File: src/rtl/nonce_uart_tx_pkg.sv
// Constants and state encoding shared by the nonce return-path UART and the
// receive-side uart_core.
package nonce_uart_tx_pkg;

  typedef enum logic [2:0] {
    IDLE,
    LOAD,
    START,
    DATA,
    STOP,
    DONE
  } uartState_t;

  localparam int unsigned FRAME_BYTES  = 6;
  localparam logic [7:0]  SYNC_DEFAULT = 8'hA5;

  function automatic logic [7:0] nonceChk(input logic [31:0] nonce);
    return nonce[31:24] ^ nonce[23:16] ^ nonce[15:8] ^ nonce[7:0];
  endfunction

endpackage

File: src/rtl/uart_tx_byte.sv
// 8N1 byte serializer: start bit, eight data bits LSB first, stop bit, each
// held CLKS_PER_BIT clocks. txd is driven from a flop so the line never glitches.
module uart_tx_byte
  import nonce_uart_tx_pkg::*;
#(
  parameter int unsigned CLKS_PER_BIT = 868
) (
  input  logic       clock,
  input  logic       reset,
  input  logic       load,
  input  logic [7:0] byteIn,
  output logic       txd,
  output logic       ready,
  output logic       bitDone
);

  localparam int unsigned   CW        = $clog2(CLKS_PER_BIT);
  localparam logic [CW-1:0] BAUD_LAST = CW'(CLKS_PER_BIT - 1);

  uartState_t    state;
  uartState_t    nextState;
  logic [CW-1:0] baudCnt;
  logic [2:0]    bitIdx;
  logic [7:0]    shiftReg;
  logic          baudWrap;

  assign baudWrap = (state != IDLE) && (baudCnt == BAUD_LAST);
  assign ready    = (state == IDLE);
  // bitDone marks the last clock of the stop bit, i.e. the byte is finished.
  assign bitDone  = (state == STOP) && baudWrap;

  always_ff @(posedge clock or negedge reset) begin
    if (!reset) state <= IDLE;
    else        state <= nextState;
  end

  always_comb begin
    nextState = state;
    case (state)
      IDLE:    if (load) nextState = START;
      START:   if (baudWrap) nextState = DATA;
      DATA:    if (baudWrap && bitIdx == 3'd7) nextState = STOP;
      STOP:    if (baudWrap) nextState = IDLE;
      default: nextState = IDLE;
    endcase
  end

  always_ff @(posedge clock or negedge reset) begin
    if (!reset) begin
      baudCnt  <= '0;
      bitIdx   <= '0;
      shiftReg <= '0;
      txd      <= 1'b1;
    end else begin
      if (state == IDLE || baudWrap) baudCnt <= '0;
      else                           baudCnt <= baudCnt + 1'b1;

      case (state)
        IDLE: begin
          if (load) begin
            shiftReg <= byteIn;
            bitIdx   <= '0;
            txd      <= 1'b0;
          end
        end
        START: begin
          if (baudWrap) txd <= shiftReg[0];
        end
        DATA: begin
          if (baudWrap) begin
            if (bitIdx == 3'd7) begin
              txd <= 1'b1;
            end else begin
              bitIdx   <= bitIdx + 1'b1;
              shiftReg <= {1'b0, shiftReg[7:1]};
              txd      <= shiftReg[1];
            end
          end
        end
        default: ;
      endcase
    end
  end

endmodule

File: src/rtl/nonce_uart_tx.sv
// Frames a winning nonce as SYNC, four nonce bytes MSB first, and an XOR
// checksum, and sends it to the host over the 8N1 serializer.
module nonce_uart_tx
  import nonce_uart_tx_pkg::*;
#(
  parameter int unsigned CLK_FREQ     = 100_000_000,
  parameter int unsigned BAUD         = 115_200,
  parameter int unsigned CLKS_PER_BIT = CLK_FREQ / BAUD,
  parameter logic [7:0]  SYNC_BYTE    = SYNC_DEFAULT
) (
  input  logic        clock,
  input  logic        reset,
  input  logic        send,
  input  logic [31:0] nonce_in,
  output logic        txd,
  output logic        busy,
  output logic        done,
  output logic        overrun
);

  localparam logic [2:0] LAST_BYTE = 3'(FRAME_BYTES - 1);

  uartState_t  state;
  uartState_t  nextState;
  logic [31:0] nonceHold;
  logic [7:0]  chk;
  logic [2:0]  byteIdx;
  logic        overrunReg;
  logic [7:0]  byteSel;
  logic        serLoad;
  logic        serReady;
  logic        serBitDone;

  always_ff @(posedge clock or negedge reset) begin
    if (!reset) state <= IDLE;
    else        state <= nextState;
  end

  // The START/DATA/STOP bit timing lives in the serializer; the frame FSM
  // stays in DATA for the whole time a byte is on the wire.
  always_comb begin
    nextState = state;
    case (state)
      IDLE:    if (send) nextState = LOAD;
      LOAD:    nextState = DATA;
      DATA:    if (serBitDone) nextState = (byteIdx < LAST_BYTE) ? LOAD : DONE;
      DONE:    nextState = IDLE;
      default: nextState = IDLE;
    endcase
  end

  always_ff @(posedge clock or negedge reset) begin
    if (!reset) begin
      nonceHold  <= '0;
      chk        <= '0;
      byteIdx    <= '0;
      overrunReg <= 1'b0;
    end else begin
      if (state == IDLE && send) begin
        nonceHold <= nonce_in;
        chk       <= nonceChk(nonce_in);
        byteIdx   <= '0;
      end
      if (state == DATA && serBitDone && byteIdx < LAST_BYTE) byteIdx <= byteIdx + 1'b1;
      if (send && state != IDLE) overrunReg <= 1'b1;
    end
  end

  always_comb begin
    byteSel = SYNC_BYTE;
    case (byteIdx)
      3'd1:    byteSel = nonceHold[31:24];
      3'd2:    byteSel = nonceHold[23:16];
      3'd3:    byteSel = nonceHold[15:8];
      3'd4:    byteSel = nonceHold[7:0];
      3'd5:    byteSel = chk;
      default: byteSel = SYNC_BYTE;
    endcase
  end

  assign serLoad = (state == LOAD) && serReady;
  assign busy    = (state != IDLE);
  assign done    = (state == DONE);
  assign overrun = overrunReg;

  uart_tx_byte #(
    .CLKS_PER_BIT(CLKS_PER_BIT)
  ) u_ser (
    .clock  (clock),
    .reset  (reset),
    .load   (serLoad),
    .byteIn (byteSel),
    .txd    (txd),
    .ready  (serReady),
    .bitDone(serBitDone)
  );

endmodule

File: config.mk
export PLATFORM = sky130hd
export DESIGN_NAME = nonce_uart_tx
export DESIGN_NICKNAME = d
export VERILOG_FILES = /design/src/rtl/nonce_uart_tx_pkg.sv /design/src/rtl/uart_tx_byte.sv /design/src/rtl/nonce_uart_tx.sv
export SDC_FILE = /design/constraint.sdc
export NUM_CORES = 1
export LEC_CHECK = 0
export BUFFER_PORTS_ARGS = -buffer_cell sky130_fd_sc_hd__buf_2
export CAP_MARGIN = 0
export CORE_MARGIN = 4
export CORE_UTILIZATION = 55
export CTS_CLUSTER_DIAMETER = 30
export DETAILED_ROUTE_END_ITERATION = 6
export MAX_ROUTING_LAYER = met4
export PLACE_DENSITY = 0.72
export REMOVE_ABC_BUFFERS = 1
export SETUP_SLACK_MARGIN = 0.4
export SLEW_MARGIN = 20
export SYNTH_ARGS = -nofsm -noshare
export SYNTH_HDL_FRONTEND = slang
export SYNTH_SLANG_ARGS = --single-unit
export TNS_END_PERCENT = 20
File: constraint.sdc
create_clock -name clock -period 2.3 [get_ports clock]
set_input_delay 0.115 -clock clock [delete_from_list [all_inputs] [get_ports clock]]
set_output_delay 0.115 -clock clock [all_outputs]
set_load 0.05 [all_outputs]
==> results of run 1 <==
-- timing repair --
| action | CTS | global route |
|---|---|---|
| setup endpoints to repair | 11 | 18 |
| pin swaps | 4 | 4 |
| buffers inserted | 3 | 7 |
| endpoints found under the hold margin | 52 | 0 |
| gates resized for setup | 8 | 11 |
| hold buffers | 32 | 0 |
-- how the worst max path moves through the flow --
stage / to / slack [ps] / cells after the start
global placement: u_ser.bitIdx[0] / 200 / 5
detailed placement: u_ser.shiftReg[4] / 150 / 5
floorplan: u_ser.bitIdx[0] / 340 / 5
finish: u_ser.shiftReg[4] / 450 / 5
CTS: byteIdx[1] / 410 / 5
global route: u_ser.shiftReg[3] / 380 / 5
-- through the flow --
stage | instance area (um2) | worst slack (ps)
2_1_floorplan | 3555 | 340.3
3_3_place_gp | 3886 | 204.0
3_5_place_dp | 3886 | 146.1
4_1_cts | 4536 | 405.2
5_1_grt | 4631 | 382.5
6_report | 4631 | 448.1
-- cells in the final DEF, fill, tap and decap left out, drive strengths merged, types with 4 or more instances in the layout --
cell type and instances:
dlygate4sd3 32, inv 14, mux2i 4, o221ai 4, clkbuf 11, a222oi 7
xnor2 30, or3 4, bufinv 4, mux2 12, buf 54, nor3 8
dfrtp 71, nand2 122, nand3 6, nor2 20, a21oi 6, ha 10
o21ai 11, a22oi 4
-- layer usage --
layer  routed length, um  vias up  part of all wire [%]
li1                    -     1459                     -
met1                3840     1416                    46
met2                3986       66                    48
met3                 297       16                   3.6
met4                 151        0                   1.8
met5                   0        -                     0
-- layout make-up --
cell class | count | area (um2) | area share (%)
Tap cell | 77 | 96.34 | 2.081
Inverter | 14 | 52.55 | 1.135
Sequential cell | 72 | 1805 | 38.99
Timing Repair Buffer | 86 | 630.6 | 13.62
Clock buffer | 11 | 141.4 | 3.053
Multi-Input combinational cell | 283 | 1777 | 38.37
Clock inverter | 5 | 127.6 | 2.756
-- synthesized netlist by cell type, types with 2 or more instances --
master / number / area share (%)
o21ai_0: 10 / 1.4
o31ai_1: 2 / 0.41
nand2b_1: 3 / 0.52
dfrtp_1: 71 / 49
mux2i_1: 4 / 1.1
and3_1: 3 / 0.52
and2_1: 2 / 0.34
xnor2_1: 30 / 7.2
buf_1: 2 / 0.21
or3_4: 2 / 0.62
clkbuf_1: 13 / 1.3
o221ai_1: 4 / 0.97
nor2b_1: 3 / 0.52
xor2_1: 2 / 0.48
nor2_1: 20 / 2.1
nor3_1: 6 / 0.83
a21o_1: 2 / 0.41
nand3b_1: 2 / 0.41
a22oi_1: 4 / 0.83
nand2_1: 122 / 13
a21oi_1: 6 / 0.83
a31oi_1: 2 / 0.34
a222oi_1: 7 / 1.9
nand3_1: 6 / 0.83
or3_1: 2 / 0.34
mux2_2: 11 / 3.4
o22ai_1: 2 / 0.34
ha_1: 10 / 3.4
inv_1: 14 / 1.4
-- cells by family (layout without fill, tap and decap cells) --
family	count (synthesis)	in the layout	synth area share (%)
compound gates	46	46	9.141
xor+xnor	32	32	7.727
fa+ha+maj	10	10	3.449
buf+inv	31	116	3.449
flops	72	72	49.71
mux	16	16	4.829
simple gates	179	179	21.70
-- state kept, by name, summed over array words and instances, names as in the netlist --
register and flops:
state 3, u_ser.state 3, byteIdx 3, u_ser.bitIdx 3
nonceHold 32, u_ser.txd 1, overrun 1, chk 8
u_ser.shiftReg 8, u_ser.baudCnt 10
-- where the power goes --
group          total [mW]  internal (mW)  leakage [nW]  switching, mW
logic               0.683          0.358          1.12          0.325
registers            1.72           1.53         0.901          0.189
clock network        1.34          0.860         0.130          0.479
total                3.74           2.74          2.16          0.993
==> run summary, run 1 <==
Num CTS Buffers = 9
Initial drt markers = 176
Global-route wire length before repair = 13870 um
Buffer depth of the longest clock path = 2
Stage delay of the slowest cell on the critical path = 450 ps
Root buf cell = clkbuf_8
Count of final max-slew check failures = 0
Cell class contributing the biggest share of worst-path delay = compound AO/OA/AOI/OAI gates
Maximum net fanout on the critical path = 8
Hold path depth = 2
Instance count after placement with tap cells included = 490
Share of synthesized registers carrying an async set or reset = 100.0%
Port Buf Inserts = 38
Max-slew headroom at the worst pin = 62.89%
Area growth from synthesis to layout = 27.66%
Placement row count = 29
Overall Power = 3.737 mW
Transition at the pin with the smallest max-transition slack = 556.7 ps
Met1 GRT Util = 30.99%
Final count of negative-setup-slack endpoints = 0
Sort of element at the end of the critical path = flop
CP Launch Point = byteIdx[0]
Height of the chip = 89.21 um
HP Start = send
RSZ-0062 raised after global routing = true
Wirelength, routed = 8275 um
Result of the run = complete, no violations
Worst-path clk slew = 70 ps
Clock period minus worst slack = 1852 ps
Core area = 6386 um2
Detailed placement HPWL = 5210 um
Standard cell with the maximum stage delay on the critical path = dfrtp_2
Antenna Nets Post-Route = 0
# nets final = 511
Vias per cell = 5.396
Worst path buffer plus inverter count = 0
Crit share post-route = 80.52%
Overall via count from detail_route = 2957
Number of antenna cells inserted = 0
Sequential-to-total area share from yosys stat = 49.71%
Standby leakage power = 2.156 nW
Critical register-to-register path startpoint = byteIdx[0]
Data arrival time at the worst-slack endpoint = 2090 ps
Average detailed-routed wire length per instance = 15.10 um
Die W = 89.21 um
CP startpoint kind = flop
RePlAce Congestion = 0.8248
Worst setup skew after layout = 4.251 ps
Worst Hold Slack = 10.92 ps
Pin count of the biggest net entering global routing = 51
Initial antenna violation count = 0
Length of the first detailed-routing pass in iterations = 7
Fill cell count = 459
Post-synthesis instance area = 3627 um2
Final core occ = 72.51%
Global Route met3 Usage = 4.055%
CTS tree = yes
R2r endpoint = u_ser.shiftReg[4]
Remaining global-route overflow = 0
Unique masters post-synth = 48
Count of flip-flops with a built-in enable after synthesis = 0
Summed negative setup slack over all endpoints = 0 ps
Worst skew pair latency = 350 ps
Sinks on Clock Net = 72
Power per cell area = 807.0 nW/um2
Effective utilization at floorplan = 56.80%
Hold Violations, Final = 0
Count of yosys warnings during synthesis = 0
Classification of the worst setup path = flop to flop
Number of cells in the finished layout apart from fillers = 548
Global router's overall resource usage = 23.63%
Deepest level of the CTS H-tree = 3
Ports = 39
Hold Path Sink = overrun
Most used routing layer = met2
Total die area = 7958 um2
Worst-case register-to-register setup slack = 450 ps
Worst IR drop on VDD = 0.5037 mV
Main flop type after synthesis = dfrtp_1
Share of post-route cells with drive strength above 1 = 21.44%
R2r worst-path depth = 5
Vias in the first global route = 2921
Worst EP required = 2530 ps
Max Cap Viol = 0
Peak Freq = 0.5400 GHz
Gate count after technology mapping = 386
Flip-flop and latch count after synthesis = 72
Cell-by-cell listing of the critical path = ha_2 > ha_4 > a222oi_1 > o221ai_1 > mux2_2
Final routed DRC violation total = 0
Average instance area after synthesis = 9.397 um2
Hold Crit Class = primary input to flop
Met2 demand-to-capacity share in global routing = 36.30%
Note: power is estimated with default switching activity, not from simulation.
==> run 2, diff against run 1 <==
--- a/config.mk
+++ b/config.mk
@@ -5,6 +5,7 @@
 export SDC_FILE = /design/constraint.sdc
 export NUM_CORES = 1
 export LEC_CHECK = 0
+export ABC_AREA = 1
 export BUFFER_PORTS_ARGS = -buffer_cell sky130_fd_sc_hd__buf_2
 export CAP_MARGIN = 0
 export CORE_MARGIN = 4
==> constraint.sdc (replaced) <==
create_clock -name clock -period 1.9 [get_ports clock]
set_input_delay 0.095 -clock clock [delete_from_list [all_inputs] [get_ports clock]]
set_output_delay 0.095 -clock clock [all_outputs]
set_load 0.05 [all_outputs]
==> run summary, run 2 <==
Count of final max-slew check failures = 0 (unchanged)
Peak Freq = 0.6662 GHz (was 0.5400 GHz)
Placement row count = 30 (was 29)
RSZ-0062 raised after global routing = true (unchanged)
Flip-flop count of the largest register after layout = 32 (unchanged)
Max Cap Viol = 0 (unchanged)
Switching power summed over all nets = 2.549 mW (was 0.9925 mW)
Share of synthesized registers carrying an async set or reset = 100.0% (unchanged)
Vias per cell = 5.059 (was 5.396)
Main flop type after synthesis = dfrtp_1 (unchanged)
Worst IR drop on VDD = 0.6478 mV (was 0.5037 mV)
Fill cell count = 531 (was 459)
Buffer depth of the longest clock path = 2 (unchanged)
Total die area = 8532 um2 (was 7958 um2)
Sinks on Clock Net = 72 (unchanged)
Worst EP required = 2180 ps (was 2530 ps)
Length of the first detailed-routing pass in iterations = 5 (was 7)
Most common library cell in the layout ignoring fill and taps = nand2_1 (unchanged)
Worst skew pair latency = 350 ps (about the same)
Final core occ = 72.71% (was 72.51%)
Gate count after technology mapping = 521 (was 386)
Final routed DRC violation total = 0 (unchanged)
CP startpoint kind = flop (unchanged)
RePlAce Congestion = 0.8873 (was 0.8248)
CTS tree = yes (unchanged)
Crit share post-route = 79.00% (was 80.52%)
Count of yosys warnings during synthesis = 0 (unchanged)
Share of total power consumed by net switching = 41.18% (was 26.56%)
Initial antenna violation count = 0 (unchanged)
Wirelength, routed = 9018 um (was 8275 um)
Pin count of the biggest net entering global routing = 73 (was 51)
Data arrival time at the worst-slack endpoint = 1780 ps (was 2090 ps)
Average detailed-routed wire length per instance = 12.74 um (was 15.10 um)
Sequential-to-total area share from yosys stat = 46.05% (was 49.71%)
Max-slew headroom at the worst pin = 74.30% (was 62.89%)
Initial drt markers = 244 (was 176)
Die W = 92.37 um (was 89.21 um)
Post-synth top area share = 45.38% (was 48.98%)
Number of antenna cells inserted = 0 (unchanged)
Num CTS Buffers = 9 (unchanged)
Ranking of synthesized cells by instance count = nand2_1, dfrtp_1, inv_1 (was nand2_1, dfrtp_1, xnor2_1)
Count of flip-flops with a built-in enable after synthesis = 0 (unchanged)
Global-route wire length before repair = 15600 um (was 13870 um)
Global router's overall resource usage = 23.24% (was 23.63%)
Effective utilization at floorplan = 56.99% (was 56.80%)
Deepest level of the CTS H-tree = 3 (unchanged)
Flip-flop and latch count after synthesis = 72 (unchanged)
Final Worst Setup Slack = 399.0 ps (was 448.1 ps)
Worst-path clk slew = 80 ps (was 70 ps)
Internal power component = 3.642 mW (was 2.745 mW)
Share of post-route cells with drive strength above 1 = 20.59% (was 21.44%)
Largest registers = nonceHold: 32 flops, u_ser.baudCnt: 10 flops (unchanged)
Hold Crit Class = primary input to async pin (was primary input to flop)
Commonest non-fill, non-tap cells in the layout = nand2_1, dfrtp_1, inv_1 (was nand2_1, dfrtp_1, buf_2)
Hold Violations, Final = 0 (unchanged)
# nets final = 654 (was 511)
R2r worst-path depth = 10 (was 5)
Antenna Nets Post-Route = 0 (unchanged)
Standby leakage power = 2.569 nW (was 2.156 nW)
Remaining global-route overflow = 0 (unchanged)
Largest register by flop count = nonceHold (unchanged)
Ports = 39 (unchanged)
Port Buf Inserts = 38 (unchanged)
Clock network power share = 16.7% (was 35.8%)
Core area = 6869 um2 (was 6386 um2)
Area growth from synthesis to layout = 27.58% (was 27.66%)
Overall via count from detail_route = 3582 (was 2957)
Height of the chip = 92.37 um (was 89.21 um)
Combinational fraction of design power = 42.8% (was 18.3%)
Result of the run = complete, no violations (unchanged)
Classification of the worst setup path = flop to flop (unchanged)
Maximum net fanout on the critical path = 11 (was 8)
Vias in the first global route = 3517 (was 2921)
Post-Place Worst Slack = 159.4 ps (was 146.1 ps)
Average instance area after synthesis = 7.514 um2 (was 9.397 um2)
Detailed placement HPWL = 5656 um (was 5210 um)
Sequential group share of total power = 40.5% (was 45.9%)
Sort of element at the end of the critical path = flop (unchanged)
Unique masters post-synth = 31 (was 48)
Cell types with the largest area share after synthesis = dfrtp_1, nand2_1, nand3_1 (was dfrtp_1, nand2_1, xnor2_1)
Root buf cell = clkbuf_8 (unchanged)
Clock period minus worst slack = 1501 ps (was 1852 ps)
Cell taking the most area after synthesis = dfrtp_1 (unchanged)
Final count of negative-setup-slack endpoints = 0 (unchanged)
Count leader, synth = nand2_1 (unchanged)
Transition at the pin with the smallest max-transition slack = 385.5 ps (was 556.7 ps)
Power per cell area = 1240 nW/um2 (was 807.0 nW/um2)
Worst setup skew after layout = 10.60 ps (was 4.251 ps)
Post-synthesis instance area = 3915 um2 (was 3627 um2)
Worst Hold Slack = 292.3 ps (was 10.92 ps)
-- run 2: cell count changes in the layout (fill, tap and decap cells not counted), sizes merged, moves of 12 or more --
cell   change
nand2    +104
inv       +34
nand3     +33
xnor2     -22
nor2      +21
mux2      -12
-- run 2: kinds of logic (layout without fill, tap and decap cells) --
kind of cell | count (synthesis) | in the layout | synth area share [%]
flip-flops | 72 | 72 | 46.05
buffers and inverters | 63 | 153 | 7.094
adder cells (fa/ha/maj) | 10 | 10 | 3.196
AND/OR/NAND/NOR | 326 | 327 | 35.00
XOR/XNOR | 18 | 18 | 4.027
AO/OA/AOI/OAI | 32 | 32 | 4.634
-- run 2: path summary, 6_finish.rpt --
| path | startpoint | end | slack, ps |
|---|---|---|---|
| max in group asynchronous | reset | byteIdx[1] | 1260 |
| worst min register to register | overrun | overrun | 460 |
| min in group clock | overrun | overrun | 460 |
| worst min-delay path | reset | u_ser.baudCnt[5] | 290 |
| worst max-delay path | u_ser.baudCnt[1] | u_ser.shiftReg[4] | 400 |
| worst max register to register | u_ser.baudCnt[1] | u_ser.shiftReg[4] | 400 |
-- run 2: per-layer routing --
metal | global-route usage, % | vias up | share of wire (%) | routed length [um]
li1 | - | 1789 | - | -
met1 | 28.74 | 1673 | 43 | 3885
met2 | 38.19 | 105 | 51 | 4610
met3 | 6.011 | 15 | 4.5 | 405
met4 | 6.064 | 0 | 1.3 | 117
met5 | - | - | 0 | 0
-- run 2: final cells by class --
class                   count  area, um2  share of cell area (%)
inverters                  49      191.4                   3.833
multi-input cells         387       2013                   40.31
clock buffers              10      137.6                   2.756
clock inverters             4      22.52                  0.4509
flip-flops and latches     72       1807                   36.17
well taps                  96      120.1                   2.405
repair buffers             90      703.2                   14.08
-- run 2: critical path: stages, from the launching register on --
cell     delay [ps]
dfrtp_1         400
ha_4            160
nand2_1          70
nor2_2          130
nand3_4         120
nand2_4         120
nand2_2          70
nor2_4          130
buf_12          140
nand2_1          50
nand2_1          60
-- run 2: metrics by stage --
step,power (mW),area [um2],std cells,TNS (ps)
after global placement,4.583,4200,646,0
final,6.191,4995,708,0
after detailed placement,4.656,4200,646,0
after CTS,5.949,4823,699,0
after floorplan,4.012,3822,507,-23980
after global routing,6.715,4995,708,0
-- run 2: what timing repair did --
action | in CTS | in global routing
gates cloned | 0 | 1
resized for setup | 22 | 24
hold endpoints to repair | 104 | 0
setup endpoints to repair | 28 | 59
hold buffers | 34 | 0
buffers inserted | 5 | 8
pin swaps | 2 | 10
-- run 2: power groups by stage --
stage | clock, mW | combinational, mW | sequential (mW)
2_1_floorplan | 0 | 1.59 | 2.42
3_3_place_gp | 0 | 2.10 | 2.48
3_5_place_dp | 0 | 2.16 | 2.49
4_1_cts | 1.06 | 2.42 | 2.47
5_1_grt | 1.13 | 3.01 | 2.57
6_report | 1.03 | 2.65 | 2.51
==> run 3, diff against run 2 <==
==> constraint.sdc (replaced) <==
create_clock -name clock -period 1.4 [get_ports clock]
set_input_delay 0.07 -clock clock [delete_from_list [all_inputs] [get_ports clock]]
set_output_delay 0.07 -clock clock [all_outputs]
set_load 0.05 [all_outputs]
==> run summary, run 3 (synthesis results as in run 2) <==
Worst setup skew after layout = 6.176 ps (was 10.60 ps)
Final Cell Area = 5569 um2 (was 4995 um2)
Pin count of the biggest net entering global routing = 73 (unchanged)
Total die area = 8532 um2 (unchanged)
Share of post-route cells with drive strength above 1 = 35.71% (was 20.59%)
Port Buf Inserts = 38 (unchanged)
Most Frequent Cell on Critical Path = buf_6 (was nand2_1)
Placed cell areas = 4446 um2 (was 4200 um2)
Commonest non-fill, non-tap cells in the layout = nand2_1, dfrtp_1, nand2_2 (was nand2_1, dfrtp_1, inv_1)
Core area = 6869 um2 (unchanged)
Classification of the worst setup path = flop to flop (unchanged)
Antenna Nets Post-Route = 0 (unchanged)
Wirelength, routed = 10170 um (was 9018 um)
CTS tree = yes (unchanged)
Root buf cell = clkbuf_8 (unchanged)
Standby leakage power = 2.844 nW (was 2.569 nW)
# nets final = 684 (was 654)
Max-slew headroom at the worst pin = 73.81% (was 74.30%)
Peak Freq = 0.6414 GHz (was 0.6662 GHz)
Worst skew pair latency = 350 ps (about the same)
Largest register by flop count = nonceHold (unchanged)
Detailed placement HPWL = 5853 um (was 5656 um)
Hold Violations, Final = 0 (unchanged)
Most common library cell in the layout ignoring fill and taps = nand2_1 (unchanged)
Clock period minus worst slack = 1559 ps (was 1501 ps)
RePlAce Congestion = 0.8785 (was 0.8873)
Buffer depth of the longest clock path = 2 (unchanged)
Sort of element at the end of the critical path = flop (unchanged)
Register area = 1805 um2 (was 1807 um2)
Worst Hold Slack = 38.81 ps (was 292.3 ps)
Global router's overall resource usage = 25.54% (was 23.24%)
Area growth from synthesis to layout = 42.25% (was 27.58%)
Result of the run = finished with violations (was complete, no violations)
Max Cap Viol = 0 (unchanged)
Transition at the pin with the smallest max-transition slack = 392.8 ps (was 385.5 ps)
Die W = 92.37 um (unchanged)
Ports = 39 (unchanged)
Remaining global-route overflow = 0 (unchanged)
Worst-path clk slew = 80 ps (about the same)
Data arrival time at the worst-slack endpoint = 1850 ps (was 1780 ps)
Average detailed-routed wire length per instance = 13.74 um (was 12.74 um)
Area used by multi-input combinational logic = 2238 um2 (was 2013 um2)
Stage delay of the slowest cell on the critical path = 420 ps (was 400 ps)
Overall Power = 9.597 mW (was 6.191 mW)
Initial antenna violation count = 0 (unchanged)
Worst path buffer plus inverter count = 2 (was 1)
Height of the chip = 92.37 um (unchanged)
Deepest level of the CTS H-tree = 3 (unchanged)
Num CTS Buffers = 9 (unchanged)
Post-Place Worst Slack = -122.5 ps (was 159.4 ps)
Number of antenna cells inserted = 0 (unchanged)
Global-route wire length before repair = 17130 um (was 15600 um)
Vias in the first global route = 3846 (was 3517)
Power per cell area = 1723 nW/um2 (was 1240 nW/um2)
Final Worst Setup Slack = -159.1 ps (was 399.0 ps)
Vias per cell = 5.116 (was 5.059)
Violations in the final reports = negative setup slack
Crit share post-route = 111.4% (was 79.00%)
Placement row count = 30 (unchanged)
Number of cells in the finished layout apart from fillers = 740 (was 708)
Standard cell with the maximum stage delay on the critical path = dfrtp_1 (unchanged)
Instance count after placement with tap cells included = 677 (was 646)
Cell-by-cell listing of the critical path = ha_4 > buf_6 > nand2_4 > nor2_4 > nand3_4 > buf_6 > a21oi_4 > nand3_2 > nand2_1 (was ha_4 > nand2_1 > nor2_2 > nand3_4 > nand2_4 > nand2_2 > nor2_4 > buf_12 > nand2_1 > nand2_1)
Hold Crit Class = primary input to flop (was primary input to async pin)
Final routed DRC violation total = 0 (unchanged)
Sinks on Clock Net = 72 (unchanged)
Count of final max-slew check failures = 0 (unchanged)
Length of the first detailed-routing pass in iterations = 5 (unchanged)
Largest registers = nonceHold: 32 flops, u_ser.baudCnt: 10 flops (unchanged)
Effective utilization at floorplan = 56.99% (unchanged)
Flip-flop count of the largest register after layout = 32 (unchanged)
Maximum net fanout on the critical path = 4 (was 11)
Overall via count from detail_route = 3786 (was 3582)
CP startpoint kind = flop (unchanged)
Worst IR drop on VDD = 1.009 mV (was 0.6478 mV)
Worst EP required = 1690 ps (was 2180 ps)
RSZ-0062 raised after global routing = true (unchanged)
Final count of negative-setup-slack endpoints = 31 (was 0)
Fill cell count = 439 (was 531)
Initial drt markers = 213 (was 244)
Cell class contributing the biggest share of worst-path delay = simple AND/OR/NAND/NOR gates (unchanged)
## run 3: changes by cell type in the layout (fill, tap and decap cells not counted), sizes merged
cell      delta
clkinv       -1
nand3        -1
inv          +1
bufinv       +1
clkinvlp     +1
buf         +31
## run 3: where the power goes
| group | switching (mW) | internal, mW |
|---|---|---|
| Sequential | 0.521 | 2.87 |
| Combinational | 2.58 | 1.91 |
| Clock | 0.836 | 0.878 |
## run 3: repair_timing
item                                    4_1_cts  5_1_grt
endpoints found under the hold margin       105        0
buffers inserted                              7        6
hold buffers                                 34        0
resized for setup                           105       43
pin swaps                                    89       57
endpoints found under the setup margin       76       75
## run 3: area by class of cell
| type | instances | area share (%) |
|---|---|---|
| Inverter | 49 | 3.482 |
| Tap cell | 96 | 2.157 |
| Clock buffer | 10 | 2.471 |
| Timing Repair Buffer | 121 | 18.06 |
| Multi-Input combinational cell | 386 | 40.19 |
| Sequential cell | 72 | 32.42 |
| Clock inverter | 6 | 1.213 |
## run 3: routing by layer
layer	vias up	global-route usage [%]	wire (um)
met5	-	-	0
met4	0	9.777	235
met3	27	3.899	417
met2	102	43.75	5312
met1	1806	30.43	4205
li1	1851	-	-
## run 3: final timing paths
| path | slack, ps | cells after the start | from | to |
|---|---|---|---|---|
| worst min register to register | 480 | 2 | u_ser.txd | u_ser.txd |
| worst max register to register | -160 | 9 | u_ser.baudCnt[0] | u_ser.state[2] |
| worst max-delay path | -160 | 9 | u_ser.baudCnt[0] | u_ser.state[2] |
| min in group asynchronous | 280 | 3 | reset | u_ser.baudCnt[6] |
| max in group asynchronous | 800 | 3 | reset | u_ser.bitIdx[2] |
| worst min-delay path | 40 | 3 | send | state[2] |
## run 3: metrics by stage
stage                     TNS [ps]  utilization, %
after floorplan             -46180               -
after global placement      -856.5           64.72
after detailed placement     -1106           64.72
after CTS                   -452.2           78.27
after global routing         -6336           81.07
final                        -2418           81.07
## run 3: worst reg2reg max path, cell delays in order, from the launching register on
cell and delay (ps):
dfrtp_1 420, ha_4 180, buf_6 100, nand2_4 40, nor2_4 100, nand3_4 140
buf_6 160, a21oi_4 190, nand3_2 90, nand2_1 80
